`src/rtl/peak_interval_monitor.sv`:
```
// peak_interval_monitor
//   Watches the single-bit peak indicator from the upstream volume controller.
//   It counts rising edges, measures the number of clk edges between
//   successive accepted rises, and pushes each interval into a 2-entry FIFO
//   that a consumer drains. A sticky watchdog flag is raised when no rise
//   arrives within TIMEOUT cycles of the last accepted one.
//
// Optional build macro: PEAK_DEBOUNCE_EN
//   When defined, a rise seen in MEASURE whose interval would be below MIN_GAP
//   is ignored: no push, no peak_count change, and the interval keeps counting.
//
// Ports
//   clk           clock
//   rst           synchronous active-high reset
//   sig_in        peak indicator (high while volume equals the limit)
//   clr           synchronous soft clear; same as rst except sig_q keeps sampling
//   out_valid     FIFO head holds a valid interval
//   out_ready     consumer accepts the head this cycle
//   out_interval  interval at the FIFO head, 0 when the FIFO is empty
//   peak_count    accepted rising edges, saturating at 16'hFFFF
//   timeout_flag  sticky watchdog alarm
//   overflow      sticky: an interval was dropped because the FIFO was full
//   armed         high while the FSM is in MEASURE (state observation point)
//
// Handshake: a transfer happens on every rising clk edge where out_valid and
// out_ready are both high. out_valid/out_interval depend only on registered
// state, never combinationally on out_ready. A push into an empty FIFO becomes
// visible on the following cycle.
module peak_interval_monitor #(
  parameter int CBITS   = 16,
  parameter int TIMEOUT = 40000,
  parameter int MIN_GAP = 4
) (
  input  logic             clk,
  input  logic             rst,
  input  logic             sig_in,
  input  logic             clr,
  output logic             out_valid,
  input  logic             out_ready,
  output logic [CBITS-1:0] out_interval,
  output logic [15:0]      peak_count,
  output logic             timeout_flag,
  output logic             overflow,
  output logic             armed
);

  typedef enum logic {IDLE = 1'b0, MEASURE = 1'b1} state_t;

  localparam logic [CBITS-1:0] CNT_MAX = '1;
  // The watchdog fires when cnt+1 would reach TIMEOUT, i.e. cnt == TIMEOUT-1.
  localparam logic [CBITS-1:0] TO_LAST = CBITS'(TIMEOUT - 1);

  state_t           state;
  logic             sig_q;
  logic [CBITS-1:0] cnt;
  logic [CBITS-1:0] q0;   // head entry; kept at 0 while the FIFO is empty
  logic [CBITS-1:0] q1;   // second entry; kept at 0 unless the FIFO is full
  logic [1:0]       q_cnt;

  logic             rise;
  logic             accept;
  logic             gap_ok;
  logic [CBITS-1:0] cnt_p1;
  logic             push;
  logic             pop;
  logic             push_ok;

  // Saturating cnt+1; this is both the next count and the pushed interval.
  assign cnt_p1 = (cnt == CNT_MAX) ? cnt : cnt + 1'b1;
  assign rise   = sig_in & ~sig_q;

`ifdef PEAK_DEBOUNCE_EN
  assign gap_ok = ({1'b0, cnt} + 1'b1) >= (CBITS + 1)'(MIN_GAP);
`else
  // MIN_GAP only matters in the debounced build.
  logic unused_min_gap;
  assign unused_min_gap = (MIN_GAP != 0);
  assign gap_ok = 1'b1;
`endif

  // Rises in IDLE always start a measurement; debounce applies only in MEASURE.
  assign accept  = rise & ((state == IDLE) | gap_ok);
  assign push    = (state == MEASURE) & accept;
  assign pop     = out_valid & out_ready;
  assign push_ok = push & ((q_cnt != 2'd2) | pop);

  assign out_valid    = (q_cnt != 2'd0);
  assign out_interval = q0;
  assign armed        = (state == MEASURE);

  always_ff @(posedge clk) begin
    if (rst) begin
      sig_q        <= 1'b0;
      state        <= IDLE;
      cnt          <= '0;
      peak_count   <= '0;
      timeout_flag <= 1'b0;
      overflow     <= 1'b0;
      q0           <= '0;
      q1           <= '0;
      q_cnt        <= 2'd0;
    end else begin
      sig_q <= sig_in;
      if (clr) begin
        state        <= IDLE;
        cnt          <= '0;
        peak_count   <= '0;
        timeout_flag <= 1'b0;
        overflow     <= 1'b0;
        q0           <= '0;
        q1           <= '0;
        q_cnt        <= 2'd0;
      end else begin
        // FSM and interval counter
        case (state)
          IDLE: begin
            cnt <= '0;
            if (accept) begin
              state <= MEASURE;
              if (peak_count != 16'hFFFF) peak_count <= peak_count + 16'd1;
            end
          end
          MEASURE: begin
            if (accept) begin
              cnt <= '0;
              if (peak_count != 16'hFFFF) peak_count <= peak_count + 16'd1;
            end else if (cnt == TO_LAST) begin
              timeout_flag <= 1'b1;
              state        <= IDLE;
              cnt          <= '0;
            end else begin
              cnt <= cnt_p1;
            end
          end
          default: begin
            state <= IDLE;
            cnt   <= '0;
          end
        endcase

        // Two-entry FIFO held as a shift pair: q0 is always the head.
        if (push & ~push_ok) overflow <= 1'b1;
        if (pop & push_ok) begin
          if (q_cnt == 2'd1) begin
            q0 <= cnt_p1;
          end else begin
            q0 <= q1;
            q1 <= cnt_p1;
          end
        end else if (pop) begin
          q0    <= q1;
          q1    <= '0;
          q_cnt <= q_cnt - 2'd1;
        end else if (push_ok) begin
          if (q_cnt == 2'd0) q0 <= cnt_p1;
          else               q1 <= cnt_p1;
          q_cnt <= q_cnt + 2'd1;
        end
      end
    end
  end

endmodule

```
`config.mk`:
```
export PLATFORM = sky130hd
export DESIGN_NAME = peak_interval_monitor
export DESIGN_NICKNAME = d
export VERILOG_FILES = /design/src/rtl/peak_interval_monitor.sv
export SDC_FILE = /design/constraint.sdc
export NUM_CORES = 1
export LEC_CHECK = 0
export BUFFER_PORTS_ARGS = -buffer_cell sky130_fd_sc_hd__clkbuf_2
export CAP_MARGIN = 15
export CORE_ASPECT_RATIO = 1.25
export CORE_UTILIZATION = 57
export CTS_CLUSTER_DIAMETER = 80
export DETAILED_ROUTE_END_ITERATION = 8
export PLACE_DENSITY = 0.82
export SLEW_MARGIN = 5
export SYNTH_ARGS = -nofsm -noshare
export SYNTH_HDL_FRONTEND = slang
export SYNTH_SLANG_ARGS = --single-unit
```
`constraint.sdc`:
```
create_clock -name clk -period 2.6 [get_ports clk]
set_input_delay 0.52 -clock clk [delete_from_list [all_inputs] [get_ports clk]]
set_output_delay 0.52 -clock clk [all_outputs]
set_load 0.03 [all_outputs]
```
Word-level counts from Yosys, hierarchy flattened
Index checks and enable logic that the tools add are counted.
- register bits: 70
- input port bits: 5
- output and inout port bits: 36
- word-level logic and storage cells: 65
- $add $sub $neg: 4
- equality and inequality tests: 7
- mux-type cells: 22
- bitwise operators: 12
- reduce and logical (&&, ||, !) cells: 11
- operators with widths (cell ; count):
    $mux 16 ; 15
    $add 16x1->16 const B ; 2
    $eq 16x16->1 const B ; 2
    $pmux 16 s2 ; 1
    $ne 16x16->1 const B ; 1
    $and 1x1->1 ; 6
    $reduce_and 2->1 ; 3
    $reduce_and 3->1 ; 2
    $reduce_bool 3->1 ; 2
    $not 1->1 ; 5
    $mux 2 ; 2
    $ne 2x2->1 const B ; 2
    $reduce_bool 2->1 ; 2
    $mux 1 ; 3
    $ne 3x3->1 const B ; 1
    $add 2x1->2 const B ; 1
    $eq 2x1->1 const B ; 1
    $logic_not 2->1 ; 1
    $pmux 1 s2 ; 1
    $reduce_or 2->1 ; 1
    $sub 2x1->2 const B ; 1
    $or 1x1->1 ; 1

Logic depth before layout (Yosys ltp)
Gate-level depths: netlist of the first run.
- word-level depth: 7
- depth in mapped cells: 12
- mapped depth without buffers: 11

Worst setup path after synthesis of the first run
No wires, ideal clock.
- path kind: register to register
- start: register q_cnt[0]
- end: register q1[6]
- setup time: 0.130 ns
- data arrival time: 2.214 ns
- data required time: 2.470 ns
- path slack: 0.257 ns
- stages on the path, launching flop included: 13
- path buffers: 1
- clock period less this slack: 2.343 ns
- cell sequence: dfxtp_1 inv_1 ha_1 nor2b_1 inv_1 nand2_1 nand2_1 ha_1 a311o_1 and2_1 buf_2 nand2_1 o21ai_0
- cells in the longest elaborated chain, start to end: 7
- elaborated cells between the ends (all ways): 14
- those cells by class: 4 x eq/ne; 2 x mux; 4 x bitwise; 4 x reduce/logical
- RTL lines (what ; RTL line ; source):
    from (decl) ; 58 ; logic [1:0] q_cnt;
    from (signal assigned) ; 153 ; q_cnt <= q_cnt - 2'd1;
    from (signal assigned) ; 157 ; q_cnt <= q_cnt + 2'd1;
    $reduce_bool 2->1 ; 87 ; assign out_valid = (q_cnt != 2'd0);
    $and 1x1->1 ; 84 ; assign pop = out_valid & out_ready;
    $or 1x1->1 ; 85 ; assign push_ok = push & ((q_cnt != 2'd2) | pop);
    $and 1x1->1 ; 85 ;
    $and 1x1->1 ; 143 ; if (pop & push_ok) begin
    $ne 3x3->1 (no line), or another cell as far along ; -- ;
    $reduce_and 3->1 (no line) ; -- ;
    to (signal assigned) ; 148 ; q1 <= cnt_p1;
    to (signal assigned) ; 156 ; else q1 <= cnt_p1;
    to (decl) ; 57 ; logic [CBITS-1:0] q1;
Parallel ways exist; a longest one is shown, timed or not.
A chain may end at the register's enable or synchronous reset.

Final worst setup path of the first run
- start: register q_cnt[0]
- end: register q1[0]
The elaborated chain is that of the path after synthesis.

==> reports/summary.txt, run 1 <==
Via Count - 2770
net switching power - 0.5230 mW
Setup Crit Path Kind - reg -> reg
total power - 2.179 mW
DR vias/cell - 5.983
DRC errors left - 0
Final WS setup - 0.2109 ns
DP Cell Count - 447
CTS Root Cell - clkbuf_8
Ports - 41
Syn Nets - 364
top_reg_cell synth - dfxtp_1
P&R area growth vs syn - 15.62%
initial antenna violation count - 0
largest net degree at the start of global routing - 26
RSZ-0062 raised after global routing - no
synth warn - 0
Worst setup SP type - register
status - complete, no violations
placed cell area - 0.003362 mm^2
vias in the first global route - 2514
Num CTS Buffers - 9
fin area - 0.003593 mm^2
share of power burned in registers - 49.7%
Synth Instances - 353
Setup TNS - 0 ns
crit end category - register
Hold WC Path Type - in -> reg
Final period util - 91.89%
fillers - 414
first-pass GRT wire length - 11.55 mm
Final GP Congestion - 0.8919
Cell Pwr Density - 606.4 mW/mm^2
HPWL Detailed - 5.030 mm
Max-cap violations - 0
Die ar. - 0.005754 mm^2
most common cell after layout, fill and taps aside - dfxtp_1
final net count - 407
synth unique cells - 48
Setup violations, final - 0
Antenna Violating Nets Remaining - 0
share of post-route cells with drive strength above 1 - 17.71%
GR Overflow Total - 0
Least-Margin Pin Slew - 0.7072 ns
Starting Density - 60.32%
Int Power - 1.656 mW
area occupied by multi-input gates - 0.001618 mm^2
port bufs - 40
Clock power frac - 46.6%
Ant. Diodes - 0
number of synthesized flops with an enable pin - 0
Worst Path Arrival - 2.64 ns
CTS Buffer Depth - 2
Post-CTS Hold Buffers - 0
H-tree Lvls - 3
Max Slew Vio Count - 0
WL per Instance - 15.64 um
CTS clock-pin slew for the worst setup and hold paths - 0.08 ns
Worst Skew - 0.005955 ns
Gate power share - 3.7%
GRT Total Usage - 26.85%
Worst EP required - 2.85 ns
Post-CTS Setup Bufs - 0
#FFs+latches synth - 70
Slew Limit Headroom - 52.72%
die height - 84.56 um
Max rail drop VDD - 0.0006256 V
most frequent cells in the layout - dfxtp_1, nor2_1, clkbuf_2
Iter 0 DRT Violations - 163
Mapped Area - 0.003108 mm^2
DRT Pass-1 Iters - 4
clk_lat worst skew - 0.36 ns
CTS tree - yes
Final Hold Viols - 0
Seq/Total Area, Yosys - 45.09%
Rows - 29
Routed WL - 7.243 mm
die width - 68.05 um
Max Clk Rate - 0.4186 GHz
Core Area - 0.005152 mm^2
Tmin final - 2.389 ns
CTS Sinks - 70
Register Area - 0.001401 mm^2
ys async rst share - 0%
mean area per synthesized cell - 8.804 um^2
largest fanout on the critical path - 11
Leak - 1.317 nW
final cell count without fillers - 463
pre-CTS WS - 0.1411 ns
switching share of power - 24.00%
## worst paths after layout
kind / start / to / slack (ns) / cells after the start
worst min-delay path: rst / sig_q / 0.35 / 2
worst max register to register: q_cnt[0] / q1[0] / 0.21 / 10
worst max-delay path: q_cnt[0] / q1[0] / 0.21 / 10
worst min register to register: q1[9] / q1[9] / 0.46 / 2
## worst max-delay path: stages, from the launching register on
cell and delay (ns):
dfxtp_1 0.37, inv_1 0.07, ha_1 0.27, nor2b_1 0.18
inv_1 0.14, nand2_1 0.10, nand2_1 0.07, ha_1 0.23
a311o_1 0.42, and2_4 0.24, a32o_1 0.20
## power by group through the flow
| stage | combinational [mW] | sequential [mW] | clock (mW) |
|---|---|---|---|
| 2_1_floorplan | 0.0463 | 1.12 | 0 |
| 3_3_place_gp | 0.0763 | 1.11 | 0 |
| 3_5_place_dp | 0.0773 | 1.11 | 0 |
| 4_1_cts | 0.0785 | 1.08 | 1.04 |
| 5_1_grt | 0.0864 | 1.09 | 1.08 |
| 6_report | 0.0799 | 1.08 | 1.02 |
## state kept, by name, summed over array words and instances (netlist names)
name / flops
armed: 1
overflow: 1
cnt: 16
sig_q: 1
timeout_flag: 1
q_cnt: 2
out_interval: 16
peak_count: 16
q1: 16
## metrics by stage
stage | hold slack (ns) | util, %
2_1_floorplan | 0.4168 | -
3_3_place_gp | 0.4294 | 65.25
3_5_place_dp | 0.4396 | 65.25
4_1_cts | 0.3409 | 69.69
5_1_grt | 0.3547 | 69.74
6_report | 0.3522 | 69.74
## routing by layer
layer	part of all wire (%)	GRT usage, %	up-vias
met5	0	0	-
met4	3.5	14.20	0
met3	4.6	6.658	21
met2	49	42.25	84
met1	43	32.85	1301
li1	-	-	1364
## timing repair
item                       CTS  global route
gates resized for setup      0             2
hold endpoints to repair     0             0
setup endpoints to repair    0            11
## synthesized netlist by cell type (all sizes together), types with 5 or more instances
cell type,n,area share (%)
inv,10,1.2
and3,5,1.0
nor4,9,2.8
o221ai,8,2.3
dfxtp,70,45
nand4,12,3.3
o21ai,26,4.2
a21oi,19,3.1
ha,6,2.4
a211oi,7,1.7
nand2,36,4.3
nor2,42,5.1
xnor2,17,4.8
mux2i,7,2.3
nand3,19,3.1
buf,5,0.89
clkbuf,7,0.85
nor2b,5,1.0
## cell type report
type	instances	share of cell area (%)
multi-input cells	261	45.02
flip-flops and latches	70	39.00
repair buffers	44	6.407
clock buffers	9	3.447
clock inverters	7	2.925
well taps	62	2.159
inverters	10	1.045
## logic make-up (layout without fill, tap and decap cells)
group	Yosys count	in the layout	synth area share, %
AO/OA/AOI/OAI	80	80	16.63
XOR/XNOR	19	19	5.354
adder cells (fa/ha/maj)	6	6	2.415
buffers and inverters	22	70	2.939
flip-flops	70	70	45.09
multiplexers	7	7	2.255
AND/OR/NAND/NOR	149	149	25.32
(Power assumes the default switching activity.)
==> inputs of run 2 (changes only) <==
Settings changed: CORE_UTILIZATION 57 to 40, CTS_BUF_LIST set to sky130_fd_sc_hd__clkbuf_4 sky130_fd_sc_hd__clkbuf_8 sky130_fd_sc_hd__clkbuf_16, PLACE_DENSITY 0.82 to 0.62.
==> run 2 against run 1 <==
Compared with the run above: hold slack gained 0.033 ns; largest cell class unchanged; setup slack lost 0.026 ns; critical endpoint unchanged; largest power group unchanged; combinational power grew 0.9%; maximum frequency shrank 1.1%.
==> reports/summary.txt, run 2 (synthesized netlist as in run 1, its figures left out) <==
most frequent cells in the layout - dfxtp_1, nor2_1, clkbuf_2
status - complete, no violations
met3 Use GR - 3.258% (-3.4 points)
initial antenna violation count - 0 (unchanged)
Max Slew Vio Count - 0 (unchanged)
Post-CTS Hold Buffers - 0 (unchanged)
HPWL Detailed - 5.368 mm (+6.7%)
Leak - 1.330 nW (+0.95%)
DRC errors left - 0 (unchanged)
GRT Total Usage - 19.58% (-7.3 points)
Setup violations, final - 0 (unchanged)
Rows - 35 (+21%)
GR peak layer - met2
Hold WC Path Type - in -> reg
Max-cap violations - 0 (unchanged)
final net count - 409 (+0.49%)
Worst Skew - 0.01148 ns (+0.005528 ns)
CTS Root Cell - clkbuf_8
largest fanout on the critical path - 11 (unchanged)
Worst EP required - 2.84 ns (about the same)
Final Hold Viols - 0 (unchanged)
Ant. Diodes - 0 (unchanged)
Cell Pwr Density - 594.8 mW/mm^2 (-1.9%)
Core Area - 0.007445 mm^2 (+44%)
Num CTS Buffers - 9 (unchanged)
Tmin final - 2.415 ns (+0.02564 ns)
share of post-route cells with drive strength above 1 - 18.61% (+0.90 points)
port bufs - 40 (unchanged)
DR vias/cell - 5.446 (-9.0%)
CTS Buffer Depth - 2 (unchanged)
most common cell after layout, fill and taps aside - dfxtp_1
CTS clock-pin slew for the worst setup and hold paths - 0.08 ns (about the same)
largest net degree at the start of global routing - 24 (-7.7%)
Iter 0 DRT Violations - 81 (-50%)
Final period util - 92.88% (+0.99 points)
fin area - 0.003651 mm^2 (+1.6%)
P&R area growth vs syn - 17.47%
crit end category - register
placed cell area - 0.003417 mm^2 (+1.6%)
clk_lat worst skew - 0.35 ns (about the same)
Max Clk Rate - 0.4141 GHz (-1.1%)
die width - 80.84 um (+19%)
GRT met1 Usage - 23.91% (-8.9 points)
Least-Margin Pin Slew - 0.8219 ns (+0.1148 ns)
WL per Instance - 14.95 um (-4.5%)
die height - 100.6 um (+19%)
GR Overflow Total - 0 (unchanged)
Setup Crit Path Kind - reg -> reg
Die ar. - 0.008128 mm^2 (+41%)
RSZ-0062 raised after global routing - no
Worst setup SP type - register
CTS Sinks - 70 (unchanged)
Slew Limit Headroom - 44.62% (-8.1 points)
H-tree Lvls - 3 (unchanged)
Antenna Violating Nets Remaining - 0 (unchanged)
Worst Path Arrival - 2.65 ns (about the same)
CTS tree - yes
vias in the first global route - 2470 (-1.8%)
met2 Track Usage GR - 32.58% (-9.7 points)
Max rail drop VDD - 0.0004583 V (-27%)
first-pass GRT wire length - 12.13 mm (+5.0%)
Post-CTS Setup Bufs - 0 (unchanged)
Starting Density - 41.75% (-19 points)
Ports - 41 (unchanged)
Setup TNS - 0 ns (unchanged)
DRT Pass-1 Iters - 4 (unchanged)
Final GP Congestion - 0.8341 (-6.5%)
Via Count - 2696 (-2.7%)
Routed WL - 7.398 mm (+2.1%)
run 2: power breakdown:
group	internal (mW)	leakage (nW)	total (mW)	switching, mW
clock network	0.555	0.116	1.01	0.452
logic	0.0242	0.649	0.0806	0.0564
registers	1.08	0.564	1.08	0.00631
run 2: repair_timing:
| action | 4_1_cts | 5_1_grt |
|---|---|---|
| gates resized for setup | 0 | 2 |
| endpoints found under the hold margin | 0 | 0 |
| endpoints found under the setup margin | 0 | 10 |
run 2: area by class of cell:
cell class                      instances  area (um^2)
Inverter                               10        37.54
Timing Repair Buffer                   46        245.2
Tap cell                               92        115.1
Multi-Input combinational cell        261         1622
Clock buffer                            9        123.9
Clock inverter                          7        106.4
Sequential cell                        70         1401
Fill cell                             750         3794
run 2: through the flow:
| stage | power (mW) | hold slack [ns] | std cells | setup WS, ns | utilization [%] |
|---|---|---|---|---|---|
| floorplan | 1.165 | 0.4168 | 353 | 0.2566 | - |
| global placement | 1.189 | 0.4302 | 479 | 0.2445 | 45.90 |
| detailed placement | 1.190 | 0.4405 | 479 | 0.1254 | 45.90 |
| CTS | 2.193 | 0.3642 | 495 | 0.1207 | 48.99 |
| global route | 2.256 | 0.3721 | 495 | 0.001335 | 49.04 |
| finish | 2.172 | 0.3849 | 495 | 0.1852 | 49.04 |
run 2: critical path, stage by stage (launching register included):
cell,delay [ns]
dfxtp_1,0.38
inv_1,0.08
ha_1,0.26
nor2b_1,0.18
inv_1,0.13
nand2_1,0.09
nand2_1,0.05
ha_1,0.22
a311o_1,0.42
and2_2,0.31
a32o_1,0.21
run 2: layer usage:
| layer | vias to the layer above | part of all wire (%) |
|---|---|---|
| li1 | 1363 | - |
| met1 | 1266 | 46 |
| met2 | 55 | 48 |
| met3 | 12 | 3.5 |
| met4 | 0 | 2.8 |
| met5 | - | 0 |
run 2: path summary, 6_finish.rpt:
kind / startpoint / to / slack [ns] / depth (start not counted)
setup / recovery: q_cnt[0] / q1[0] / 0.19 / 10
hold / removal: rst / sig_q / 0.38 / 2
setup reg to reg: q_cnt[0] / q1[0] / 0.19 / 10
hold reg to reg: q1[5] / q1[5] / 0.46 / 2
==> inputs of run 3 (changes only) <==
Settings changed: CELL_PAD_IN_SITES_DETAIL_PLACEMENT set to 2, CELL_PAD_IN_SITES_GLOBAL_PLACEMENT set to 2, CORE_UTILIZATION 40 to 35, PLACE_DENSITY 0.62 to 0.82.
==> run 3 against run 2 <==
Compared with the run above: clock-buffer cell count grew 4; routed wire length grew 32%; first-iteration DRC count shrank 26%; non-clock buffer count grew 2; setup slack lost 0.0032 ns; core utilization shrank 6.4 points; cell count grew 6.1%; largest cell class unchanged; largest power group unchanged.
==> reports/summary.txt, run 3 (synthesized netlist as in run 1, its figures left out) <==
status - complete, no violations
Antenna Violating Nets Remaining - 0 (unchanged)
clk_lat worst skew - 0.36 ns (about the same)
DRT Pass-1 Iters - 4 (unchanged)
Max Slew Vio Count - 0 (unchanged)
Max stage delay on crit path - 0.38 ns (-0.04 ns)
Worst setup SP type - register
Rows - 38 (+8.6%)
Worst Path Buf+Inv - 2 (unchanged)
Ant. Diodes - 0 (unchanged)
Final GP Congestion - 0.7977 (-4.4%)
CTS clock-pin slew for the worst setup and hold paths - 0.08 ns (about the same)
H-tree Lvls - 3 (unchanged)
delay-heaviest family, CP - simple AND/OR/NAND/NOR gates
Hold WC Path Type - in -> reg
Cell Pwr Density - 572.2 mW/mm^2 (-3.8%)
Worst Skew - 0.007629 ns (-0.003854 ns)
GRT Total Usage - 21.92% (+2.3 points)
Iter 0 DRT Violations - 60 (-26%)
most frequent cells in the layout - dfxtp_1, nor2_1, clkbuf_2
Routed WL - 9.733 mm (+32%)
Max rail drop VDD - 0.0003458 V (-25%)
Final period util - 93.00% (+0.12 points)
Worst Path Arrival - 2.67 ns (+0.02 ns)
largest fanout on the critical path - 11 (unchanged)
CTS tree - yes
largest net degree at the start of global routing - 24 (unchanged)
die width - 86.29 um (+6.7%)
crit end category - register
Max Clk Rate - 0.4136 GHz (-0.13%)
Slew Limit Headroom - 50.44% (+5.8 points)
Setup TNS - 0 ns (unchanged)
DRC errors left - 0 (unchanged)
Die ar. - 0.009263 mm^2 (+14%)
most common cell after layout, fill and taps aside - dfxtp_1
port bufs - 40 (unchanged)
initial antenna violation count - 0 (unchanged)
Ports - 41 (unchanged)
Core Area - 0.008653 mm^2 (+16%)
HPWL Detailed - 6.918 mm (+29%)
Least-Margin Pin Slew - 0.7384 ns (-0.08355 ns)
RSZ-0062 raised after global routing - no
final net count - 411 (+0.49%)
DR vias/cell - 5.451 (about the same)
CTS Root Cell - clkbuf_8
GR Overflow Total - 0 (unchanged)
CP max stage cell - dfxtp_1
die height - 107.4 um (+6.8%)
Setup violations, final - 0 (unchanged)
worst path cell trace - inv_1 -> ha_1 -> nor2b_2 -> inv_1 -> nand2_1 -> nand2_1 -> ha_1 -> a311o_1 -> and2_2 -> a32o_1
total power - 2.110 mW (-2.8%)
WL per Instance - 18.54 um (+24%)
Max-cap violations - 0 (unchanged)
Starting Density - 35.92% (-5.8 points)
share of post-route cells with drive strength above 1 - 19.51% (+0.90 points)
Final Hold Viols - 0 (unchanged)
Num CTS Buffers - 9 (unchanged)
Via Count - 2862 (+6.2%)
CTS Sinks - 70 (unchanged)
Setup Crit Path Kind - reg -> reg
Worst EP required - 2.86 ns (+0.02 ns)
Tmin final - 2.418 ns (+0.003249 ns)
P&R area growth vs syn - 18.64%
CTS Buffer Depth - 2 (unchanged)
vias in the first global route - 3060 (+24%)
first-pass GRT wire length - 15.33 mm (+26%)
Leak - 1.330 nW (about the same)
run 3: changes by cell type in the layout (fill, tap and decap cells not counted), sizes merged:
| cell | before | now |
|---|---|---|
| bufinv | 2 | 1 |
| inv | 12 | 10 |
| clkbuf | 49 | 53 |
| buf | 6 | 8 |
| clkinv | 3 | 1 |
| clkinvlp | 0 | 1 |
run 3: timing repair:
item,in CTS,in global routing
resized for setup,0,4
setup buffers,0,0
hold buffers,0,0
endpoints found under the setup margin,0,12
run 3: metrics by stage:
step	hold slack, ns	std cells	setup slack, ns	util (%)	area, um^2
2_1_floorplan	0.4168	353	0.2566	-	3108
3_5_place_dp	0.4427	509	0.1528	40.07	3467
4_1_cts	0.4022	525	0.07524	42.48	3676
3_3_place_gp	0.4343	509	0.3539	40.07	3467
6_report	0.4111	525	0.1820	42.61	3687
5_1_grt	0.4001	525	0.04019	42.61	3687
run 3: worst paths after layout:
path	to	start	cells past startpoint	slack [ns]
max	q1[0]	q_cnt[0]	10	0.18
min	sig_q	rst	2	0.41
max reg2reg	q1[0]	q_cnt[0]	10	0.18
min reg2reg	q1[9]	q1[9]	2	0.47
run 3: area by class of cell:
cell class | count | area (um^2)
fillers | 1005 | 4966
multi-input cells | 261 | 1629
flip-flops and latches | 70 | 1401
repair buffers | 48 | 260.3
clock buffers | 13 | 166.4
well taps | 120 | 150.1
clock inverters | 3 | 42.54
inverters | 10 | 37.54
run 3: power by group:
group          leakage [nW]  switching (mW)  internal [mW]  total [mW]
clock                 0.106           0.421          0.516       0.937
combinational         0.659          0.0632         0.0251      0.0883
sequential            0.564         0.00594           1.08        1.08
run 3: routing by layer:
layer | wire length, um | global-route usage, % | vias to the layer above | part of all wire, %
met2 | 5126 | 39.34 | 50 | 53
li1 | - | - | 1368 | -
met1 | 4075 | 24.12 | 1426 | 42
met4 | 298 | 12.74 | 0 | 3.1
met3 | 232 | 3.528 | 18 | 2.4
met5 | 0 | 0 | - | 0
